--- src/rtl/dma_pkg.sv ---
`default_nettype none
// ============================================================================
// Module      : dma_pkg
// Description : Shared command/state encodings and word-size helper for the
//               single-word DRAM<->SRAM DMA engine.
// Revision    : 1.0 - initial release
// ============================================================================
package dma_pkg;

    localparam int unsigned DEF_DATA_W = 32;

    typedef enum logic [1:0] {
        CMD_NONE = 2'b00,
        CMD_D2S  = 2'b01,
        CMD_S2D  = 2'b10,
        CMD_RSVD = 2'b11
    } dma_cmd_e;

    typedef enum logic [2:0] {
        ST_IDLE    = 3'd0,
        ST_D2S_RD  = 3'd1,
        ST_D2S_WR  = 3'd2,
        ST_S2D_SRD = 3'd3,
        ST_S2D_CAP = 3'd4,
        ST_S2D_WR  = 3'd5,
        ST_DONE    = 3'd6
    } dma_state_e;

    function automatic int unsigned word_bytes(input int unsigned dw);
        return dw / 8;
    endfunction

    localparam int unsigned WORD_BYTES = DEF_DATA_W / 8;

endpackage
`default_nettype wire

--- src/rtl/dma_addr_gen.sv ---
`default_nettype none
// ============================================================================
// Module      : dma_addr_gen
// Description : Current source/destination byte addresses and remaining word
//               count; load on accept, step after each completed write.
// Revision    : 1.0 - initial release
// ============================================================================
module dma_addr_gen
    import dma_pkg::*;
#(
    parameter int unsigned LEN_W      = 10,
    parameter int unsigned STEP_BYTES = WORD_BYTES
) (
    input  logic             clk,
    input  logic             reset,
    input  logic             i_load,
    input  logic             i_step,
    input  logic [31:0]      i_src,
    input  logic [31:0]      i_dst,
    input  logic [LEN_W-1:0] i_len,
    output logic [31:0]      o_src,
    output logic [31:0]      o_dst,
    output logic             o_last
);

    localparam logic [31:0] c_STEP = 32'(STEP_BYTES);

    logic [31:0]      r_src;
    logic [31:0]      r_dst;
    logic [LEN_W-1:0] r_rest;

    // 32-bit adders wrap naturally; the SRAM side only uses the low bits.
    always_ff @(posedge clk or posedge reset) begin
        if (reset) begin
            r_src  <= '0;
            r_dst  <= '0;
            r_rest <= '0;
        end else if (i_load) begin
            r_src  <= i_src;
            r_dst  <= i_dst;
            r_rest <= i_len;
        end else if (i_step) begin
            r_src  <= r_src + c_STEP;
            r_dst  <= r_dst + c_STEP;
            r_rest <= r_rest - LEN_W'(1);
        end
    end

    assign o_src  = r_src;
    assign o_dst  = r_dst;
    assign o_last = (r_rest == LEN_W'(1));

endmodule
`default_nettype wire

--- src/rtl/dma_engine.sv ---
`default_nettype none
// ============================================================================
// Module      : dma_engine
// Description : Single-word DMA between DRAM (request/valid port) and
//               synchronous SRAM. SRAM->DRAM path built only with DMA_S2D_EN.
// Revision    : 1.0 - initial release
// ============================================================================
module dma_engine
    import dma_pkg::*;
#(
    parameter int unsigned DATA_W  = 32,
    parameter int unsigned SRAM_AW = 14,
    parameter int unsigned LEN_W   = 10
) (
    input  logic               clk,
    input  logic               reset,
    input  logic [1:0]         cmd,
    input  logic [31:0]        srcAddr,
    input  logic [31:0]        destAddr,
    input  logic [LEN_W-1:0]   len,
    input  logic [DATA_W-1:0]  sramReadData,
    output logic [SRAM_AW-1:0] sramAddress,
    output logic [DATA_W-1:0]  sramWriteData,
    output logic               sramWriteEnable,
    output logic [31:0]        dramAddress,
    output logic [DATA_W-1:0]  dramWriteData,
    output logic               dramReadEnable,
    output logic               dramWriteEnable,
    input  logic [DATA_W-1:0]  dramReadData,
    input  logic               dramValid,
    output logic               stall,
    output logic               dmaValid
);

    localparam logic [2:0] c_IDLE    = ST_IDLE;
    localparam logic [2:0] c_D2S_RD  = ST_D2S_RD;
    localparam logic [2:0] c_D2S_WR  = ST_D2S_WR;
`ifdef DMA_S2D_EN
    localparam logic [2:0] c_S2D_SRD = ST_S2D_SRD;
    localparam logic [2:0] c_S2D_CAP = ST_S2D_CAP;
    localparam logic [2:0] c_S2D_WR  = ST_S2D_WR;
`endif
    localparam logic [2:0] c_DONE    = ST_DONE;

    logic [2:0]        r_state;
    logic [2:0]        w_state_nxt;
    logic [DATA_W-1:0] r_data;
    logic [31:0]       w_cur_src;
    logic [31:0]       w_cur_dst;
    logic              w_last;
    logic              w_cmd_d2s;
    logic              w_cmd_s2d;
    logic              w_accept;
    logic              w_step;

    assign w_cmd_d2s = (cmd == CMD_D2S);
`ifdef DMA_S2D_EN
    assign w_cmd_s2d = (cmd == CMD_S2D);
    assign w_step    = (r_state == c_D2S_WR) | ((r_state == c_S2D_WR) & dramValid);
`else
    assign w_cmd_s2d = 1'b0;
    assign w_step    = (r_state == c_D2S_WR);
`endif
    assign w_accept  = (r_state == c_IDLE) & (w_cmd_d2s | w_cmd_s2d);

    dma_addr_gen #(
        .LEN_W      (LEN_W),
        .STEP_BYTES (word_bytes(DATA_W))
    ) u_addr_gen (
        .clk    (clk),
        .reset  (reset),
        .i_load (w_accept),
        .i_step (w_step),
        .i_src  (srcAddr),
        .i_dst  (destAddr),
        .i_len  (len),
        .o_src  (w_cur_src),
        .o_dst  (w_cur_dst),
        .o_last (w_last)
    );

    always_comb begin
        w_state_nxt = r_state;
        case (r_state)
            c_IDLE: begin
                if (w_accept) begin
                    if (len == '0)
                        w_state_nxt = c_DONE;
                    else if (w_cmd_d2s)
                        w_state_nxt = c_D2S_RD;
`ifdef DMA_S2D_EN
                    else
                        w_state_nxt = c_S2D_SRD;
`endif
                end
            end
            c_D2S_RD:  if (dramValid) w_state_nxt = c_D2S_WR;
            c_D2S_WR:  w_state_nxt = w_last ? c_DONE : c_D2S_RD;
`ifdef DMA_S2D_EN
            c_S2D_SRD: w_state_nxt = c_S2D_CAP;
            c_S2D_CAP: w_state_nxt = c_S2D_WR;
            c_S2D_WR:  if (dramValid) w_state_nxt = w_last ? c_DONE : c_S2D_SRD;
`endif
            c_DONE:    w_state_nxt = c_IDLE;
            default:   w_state_nxt = c_IDLE;
        endcase
    end

    always_ff @(posedge clk or posedge reset) begin
        if (reset)
            r_state <= c_IDLE;
        else
            r_state <= w_state_nxt;
    end

    // Single holding register serves both directions; only one is ever live.
    always_ff @(posedge clk or posedge reset) begin
        if (reset)
            r_data <= '0;
        else if ((r_state == c_D2S_RD) && dramValid)
            r_data <= dramReadData;
`ifdef DMA_S2D_EN
        else if (r_state == c_S2D_CAP)
            r_data <= sramReadData;
`endif
    end

    always_comb begin
        sramAddress     = '0;
        sramWriteData   = '0;
        sramWriteEnable = 1'b0;
        dramAddress     = '0;
        dramWriteData   = '0;
        dramReadEnable  = 1'b0;
        dramWriteEnable = 1'b0;
        case (r_state)
            c_D2S_RD: begin
                dramReadEnable = 1'b1;
                dramAddress    = w_cur_src;
            end
            c_D2S_WR: begin
                sramWriteEnable = 1'b1;
                sramAddress     = w_cur_dst[SRAM_AW-1:0];
                sramWriteData   = r_data;
            end
`ifdef DMA_S2D_EN
            c_S2D_SRD: begin
                sramAddress = w_cur_src[SRAM_AW-1:0];
            end
            c_S2D_WR: begin
                dramWriteEnable = 1'b1;
                dramAddress     = w_cur_dst;
                dramWriteData   = r_data;
            end
`endif
            default: ;
        endcase
    end

    assign stall    = ((r_state != c_IDLE) && (r_state != c_DONE)) | w_accept;
    assign dmaValid = (r_state == c_DONE);

`ifndef DMA_S2D_EN
    logic w_unused;
    assign w_unused = ^{w_cur_dst[31:SRAM_AW], sramReadData};
`endif

endmodule
`default_nettype wire

--- config.mk ---
export PLATFORM = sky130hd
export DESIGN_NAME = dma_engine
export DESIGN_NICKNAME = d
export VERILOG_FILES = /design/src/rtl/dma_pkg.sv /design/src/rtl/dma_addr_gen.sv /design/src/rtl/dma_engine.sv
export SDC_FILE = /design/constraint.sdc
export NUM_CORES = 1
export LEC_CHECK = 0
export ABC_AREA = 1
export ABC_CLOCK_PERIOD_IN_PS = 3100
export CORE_MARGIN = 10
export CORE_UTILIZATION = 40
export DETAILED_ROUTE_END_ITERATION = 7
export GPL_TIMING_DRIVEN = 0
export HOLD_SLACK_MARGIN = 0.1
export PLACE_DENSITY = 0.8
export SYNTH_ARGS = -nofsm -noshare
export SYNTH_HDL_FRONTEND = slang
export SYNTH_HIERARCHICAL = 1
export SYNTH_SLANG_ARGS = --single-unit
--- constraint.sdc ---
create_clock -name clk -period 3.1 [get_ports clk]
set_clock_uncertainty 0.2 [all_clocks]
set_input_delay 0.465 -clock clk [delete_from_list [all_inputs] [get_ports clk]]
set_output_delay 0.465 -clock clk [all_outputs]
set_load 0.005 [all_outputs]
==> impl_metrics.yaml, run 1 <==
outcome:
  outcome: "finished clean"
final_layout:
  drive_gt1_frac: 0.167
  area_growth_pct: 40.2
  final_nets: 1211
  diodes: 0
timing:
  worst_pin_slew_ps: 608
  holdWs_ps: 277
  slew_violations: 0
  min_period_over_period: 0.909
  setup_viol: 0
  setup_slack_ps: 283
  timing.fmax_mhz: 355
  slew_headroom: 0.594
  finalHoldViolCount: 0
  fin_crit_ps: 2820
  grt_setup_unrepaired: "false"
logic_synthesis:
  syn_inst: 843
  synth.avg_cell_area_sq_um: 7.26
  syn-cell-area_sq_mm: 0.00612
  yosysWarningCount: 6
setup_path:
  max_stage_delay_ps: 560
  ff2ff_path_depth: 8
  reg2reg_from: "r_state[0]"
  cp.required_ps: 2430
  cp.depth: 7
  crit_top_cell: "inv_2"
  crit_buf_inv: 4
  rr_endpoint: "u_addr_gen/r_rest[3]"
  arrival_ps: 2150
  crit_path_max_fanout: 10
  worst_setup_path_start_kind: "flip-flop"
  critPathTopFamily: "buffers and inverters"
  r2r_slack_ps: 560
  slowest_stage: "clkdlybuf4s50_1"
  path_class: "flip-flop to primary output"
  worst_setup_path_end_kind: "primary output"
  crit_path_cell_trace: "inv_2 > nand2_4 > nor2_8 > inv_2 > buf_2 > nor2_1 > clkdlybuf4s50_1"
clock_network:
  postCtsHoldBufs: 0
  root_buffer: "clkbuf_16"
  cts_buffers: 9
  cts_buffer_depth: 2
  cts_num_sinks: 91
  clock_latency_ps: 350
  clk_pin_slew_ps: 60
  cts_tree: "done"
  htreeDepth: 3
job:
  max_cap_viol_count: 0
global_routing:
  gr-total-overflow: 0
  grt_max_degree: 32
  antenna_found_initial: 0
  grt_pass1_wl_mm: 31.0
  track_usage: 0.188
  grt_pass1_vias: 5984
floorplanning:
  std_cell_rows: 45
  dieArea_sq_mm: 0.0206
  ios: 258
  start_util: 0.406
  core_region_area_sq_mm: 0.0151
  die_h_microns: 144
  chipWidth_microns: 144
placed_design:
  pre_cts_slack_ps: 316
  numPortBuffers: 174
  hpwlAfterDp_mm: 15.7
  gp_congestion: 0.960
min_path:
  hp-class: "flip-flop to flip-flop"
  min_from: "u_addr_gen/o_src[0]"
  worstHoldEndpoint: "u_addr_gen/o_src[0]"
  hold_path_depth: 2
route:
  dr.pass1.iters: 6
  viasPerCell: 4.81
  num_vias: 6044
  remaining_drc_errors: 0
  wire_per_inst_microns: 15.7
  postRouteAntennaNets: 0
  wl_mm: 19.8
  drt_iter0_drc: 456
power_and_ir_drop:
  power_density_mw_per_mm2: 767
  vdd_drop_max_uv: 380
  leakage_nw: 4.02
==> layer usage <==
layer | part of all wire | track usage
met2 | 0.49 | 0.313
met5 | 0 | 0
met4 | 0.033 | 0.0854
met1 | 0.40 | 0.230
met3 | 0.074 | 0.0386
==> where the power goes <==
part / internal (mW) / switching, mW
clock network: 0.630 / 0.471
registers: 1.73 / 0.514
logic: 1.48 / 1.76
total: 3.84 / 2.75
==> flip-flops by register name, summed over array words and instances (netlist names) <==
signal and cells:
u_addr_gen/r_rest 10, r_state 3, u_addr_gen/o_src 32, u_addr_gen/o_dst 14
r_data 32
==> worst max-delay path by stage <==
stage / slack (ps) / from / endpoint
floorplan: 1060 / reset / u_addr_gen/o_dst[0]
global placement: -150 / reset / u_addr_gen/o_src[15]
detailed placement: 320 / cmd[0] / u_addr_gen/r_rest[3]
CTS: 5 / r_state[2] / sramWriteData[17]
global route: 170 / r_state[2] / sramWriteData[29]
finish: 280 / r_state[2] / dramAddress[7]
==> worst reg2reg max path, cell delays in order (launching register included) <==
cell	delay, ps
dfrtp_1	430
inv_2	130
nand3_1	150
nor3_1	240
buf_2	290
nor2_4	90
inv_1	210
clkbuf_1	480
o21ai_0	190
==> cell usage in the layout (no fill, tap or decap), drive strengths merged <==
master	n
dfrtp	91
a21oi	44
clkinvlp	2
nand4	2
xor2	17
nand2	180
nor3	3
nand3	43
o21ai	16
clkbuf	21
clkinv	2
ha	4
o211ai	4
clkdlybuf4s50	174
o21bai	3
buf	62
o221ai	3
inv	131
conb	33
nor2	192
a22oi	34
or2	1
xnor2	7
==> stage by stage <==
stage | total power, mW | util | setup TNS [ps] | cells | area, sq um
2_1_floorplan | 4.15 | - | 0 | 875 | 6240
3_3_place_gp | 5.37 | 0.545 | -8380 | 1237 | 8220
3_5_place_dp | 5.47 | 0.548 | 0 | 1239 | 8270
4_1_cts | 6.59 | 0.568 | 0 | 1255 | 8570
5_1_grt | 7.11 | 0.569 | 0 | 1257 | 8580
6_report | 6.58 | 0.569 | 0 | 1257 | 8580
==> area by class of cell <==
type	instances	area [sq um]
inverter	132	495
sequential	91	2280
multi-input combinational	586	3030
buffer	66	440
fill	1399	6510
tap	188	235
timing repair buffer	178	1800
clock inverter	3	20.0
clock buffer	13	280
==> repair_timing <==
item,CTS,global route
resized for setup,0,0
setup buffers,0,2
endpoints found under the setup margin,0,40
(Power assumes the default switching activity.)
==> inputs of run 2 (changes only) <==
--- a/config.mk
+++ b/config.mk
@@ -9,6 +9,7 @@
 export ABC_CLOCK_PERIOD_IN_PS = 3100
 export CORE_MARGIN = 10
 export CORE_UTILIZATION = 40
+export CTS_BUF_LIST = sky130_fd_sc_hd__clkbuf_16
 export DETAILED_ROUTE_END_ITERATION = 7
 export GPL_TIMING_DRIVEN = 0
 export HOLD_SLACK_MARGIN = 0.1
==> run 2 against run 1 <==
First-iteration DRC count down 4.4%. Combinational power hardly changed. Cell area shrank 0.47%. Cell count unchanged. Via count grew 0.12%. Maximum frequency is essentially flat. Utilization shrank 0.27 points. Die area is the same. Clock-buffer cell count is 4 lower. Critical path type unchanged. Critical endpoint is now sramWriteData[17]. Highest routed layer unchanged.
==> impl_metrics.yaml, run 2 (synthesis gave the netlist of run 1 again) <==
timing:
  holdWs_ps: 278
  setup_slack_ps: 281
  slew_violations: 0
  timing.fmax_mhz: 355
  min_period_over_period: 0.909
  worst_pin_slew_ps: 616
  grt_setup_unrepaired: "false"
  finalHoldViolCount: 0
  slew_headroom: 0.589
  setup_viol: 0
  fin_crit_ps: 2820
final_layout:
  final_nets: 1211
  drive_gt1_frac: 0.164
  final_cell_mix: "174 x clkdlybuf4s50_1, 168 x nand2_1, 146 x nor2_1, 122 x inv_1, 91 x dfrtp_1"
  area_growth_pct: 39.5
  fill_cells: 1414
  diodes: 0
  layout_commonest_cell: "clkdlybuf4s50_1"
route:
  num_vias: 6051
  viasPerCell: 4.81
  wl_mm: 19.7
  wire_per_inst_microns: 15.6
  drt_iter0_drc: 436
  postRouteAntennaNets: 0
  dr.pass1.iters: 7
  remaining_drc_errors: 0
job:
  max_cap_viol_count: 0
clock_network:
  cts_buffer_depth: 2
  cts_num_sinks: 91
  root_buffer: "clkbuf_16"
  cts.repair.resized: 0
  cts_tree: "done"
  clk_pin_slew_ps: 60
  htreeDepth: 3
  cts_buffers: 9
  clock_latency_ps: 340
placed_design:
  gp_congestion: 0.960
  hpwlAfterDp_mm: 15.7
  pre_cts_slack_ps: 316
  numPortBuffers: 174
global_routing:
  antenna_found_initial: 0
  gr-total-overflow: 0
  grt_pass1_wl_mm: 30.9
  grt_pass1_vias: 5962
  track_usage: 0.188
  grt_max_degree: 32
setup_path:
  arrival_ps: 2150
  r2r_slack_ps: 610
  cp.required_ps: 2430
  rr_endpoint: "u_addr_gen/r_rest[3]"
  crit_path_max_fanout: 10
  reg2reg_from: "r_state[0]"
  path_class: "flip-flop to primary output"
  worst_setup_path_end_kind: "primary output"
  worst_setup_path_start_kind: "flip-flop"
  ff2ff_path_depth: 8
floorplanning:
  chipWidth_microns: 144
  std_cell_rows: 45
  dieArea_sq_mm: 0.0206
  ios: 258
  core_region_area_sq_mm: 0.0151
  start_util: 0.406
  die_h_microns: 144
min_path:
  min_from: "u_addr_gen/o_src[0]"
  hp-class: "flip-flop to flip-flop"
  hold_path_depth: 2
  worstHoldEndpoint: "u_addr_gen/o_src[0]"
power_and_ir_drop:
  power_density_mw_per_mm2: 757
  leakage_nw: 4.00
  vdd_drop_max_uv: 378
outcome:
  outcome: "finished clean"
-- run 2: changes by cell type in the layout (fill, tap and decap cells not counted), sizes merged --
cell,previous run,this run
clkinv,2,6
clkbuf,21,17
-- run 2: metrics by stage --
stage	total power [mW]	area (sq um)	cells	utilization	setup TNS, ps
final	6.47	8540	1257	0.566	0
after global routing	7.00	8540	1257	0.566	0
after CTS	6.48	8530	1255	0.565	0
after detailed placement	5.47	8270	1239	0.548	0
after global placement	5.37	8220	1237	0.545	-8380
after floorplan	4.15	6240	875	-	0
-- run 2: what timing repair did --
action	CTS	global route
hold endpoints to repair	0	0
hold buffers	0	0
setup endpoints to repair	0	40
setup buffers	0	2
-- run 2: power breakdown --
part           total, mW  internal, mW  switching [mW]  leakage [nW]
clock network      0.988         0.531           0.458         0.121
logic               3.24          1.48            1.76          2.80
registers           2.24          1.73           0.516          1.08
total               6.47          3.74            2.73          4.00
-- run 2: layout make-up --
class,instances,area [sq um],share of cell area
Inverter,132,495,0.0580
Multi-Input combinational cell,586,3030,0.355
Tap cell,188,235,0.0275
Clock buffer,9,225,0.0264
Buffer,66,440,0.0516
Sequential cell,91,2280,0.267
Timing Repair Buffer,178,1800,0.211
Clock inverter,7,35.0,0.00410
-- run 2: worst max-delay path by stage --
stage / start / endpoint / slack (ps)
after CTS: r_state[2] / sramWriteData[17] / 9
after global placement: reset / u_addr_gen/o_src[15] / -150
after detailed placement: cmd[0] / u_addr_gen/r_rest[3] / 320
after floorplan: reset / u_addr_gen/o_dst[0] / 1060
after global routing: r_state[2] / dramAddress[7] / 190
final: r_state[2] / sramWriteData[17] / 280
-- run 2: layer usage --
layer	global-route usage	routed length, microns	vias up	part of all wire
met4	0.0854	652	0	0.033
met3	0.0373	1410	42	0.072
li1	-	-	2976	-
met1	0.230	7900	2800	0.40
met2	0.312	9700	233	0.49
met5	0	0	-	0
-- run 2: critical path, stage by stage, from the launching register on --
cell             delay [ps]
dfrtp_1                 410
nor3_4                  320
inv_2                   180
buf_2                   230
nor2_1                  140
clkdlybuf4s50_1         520
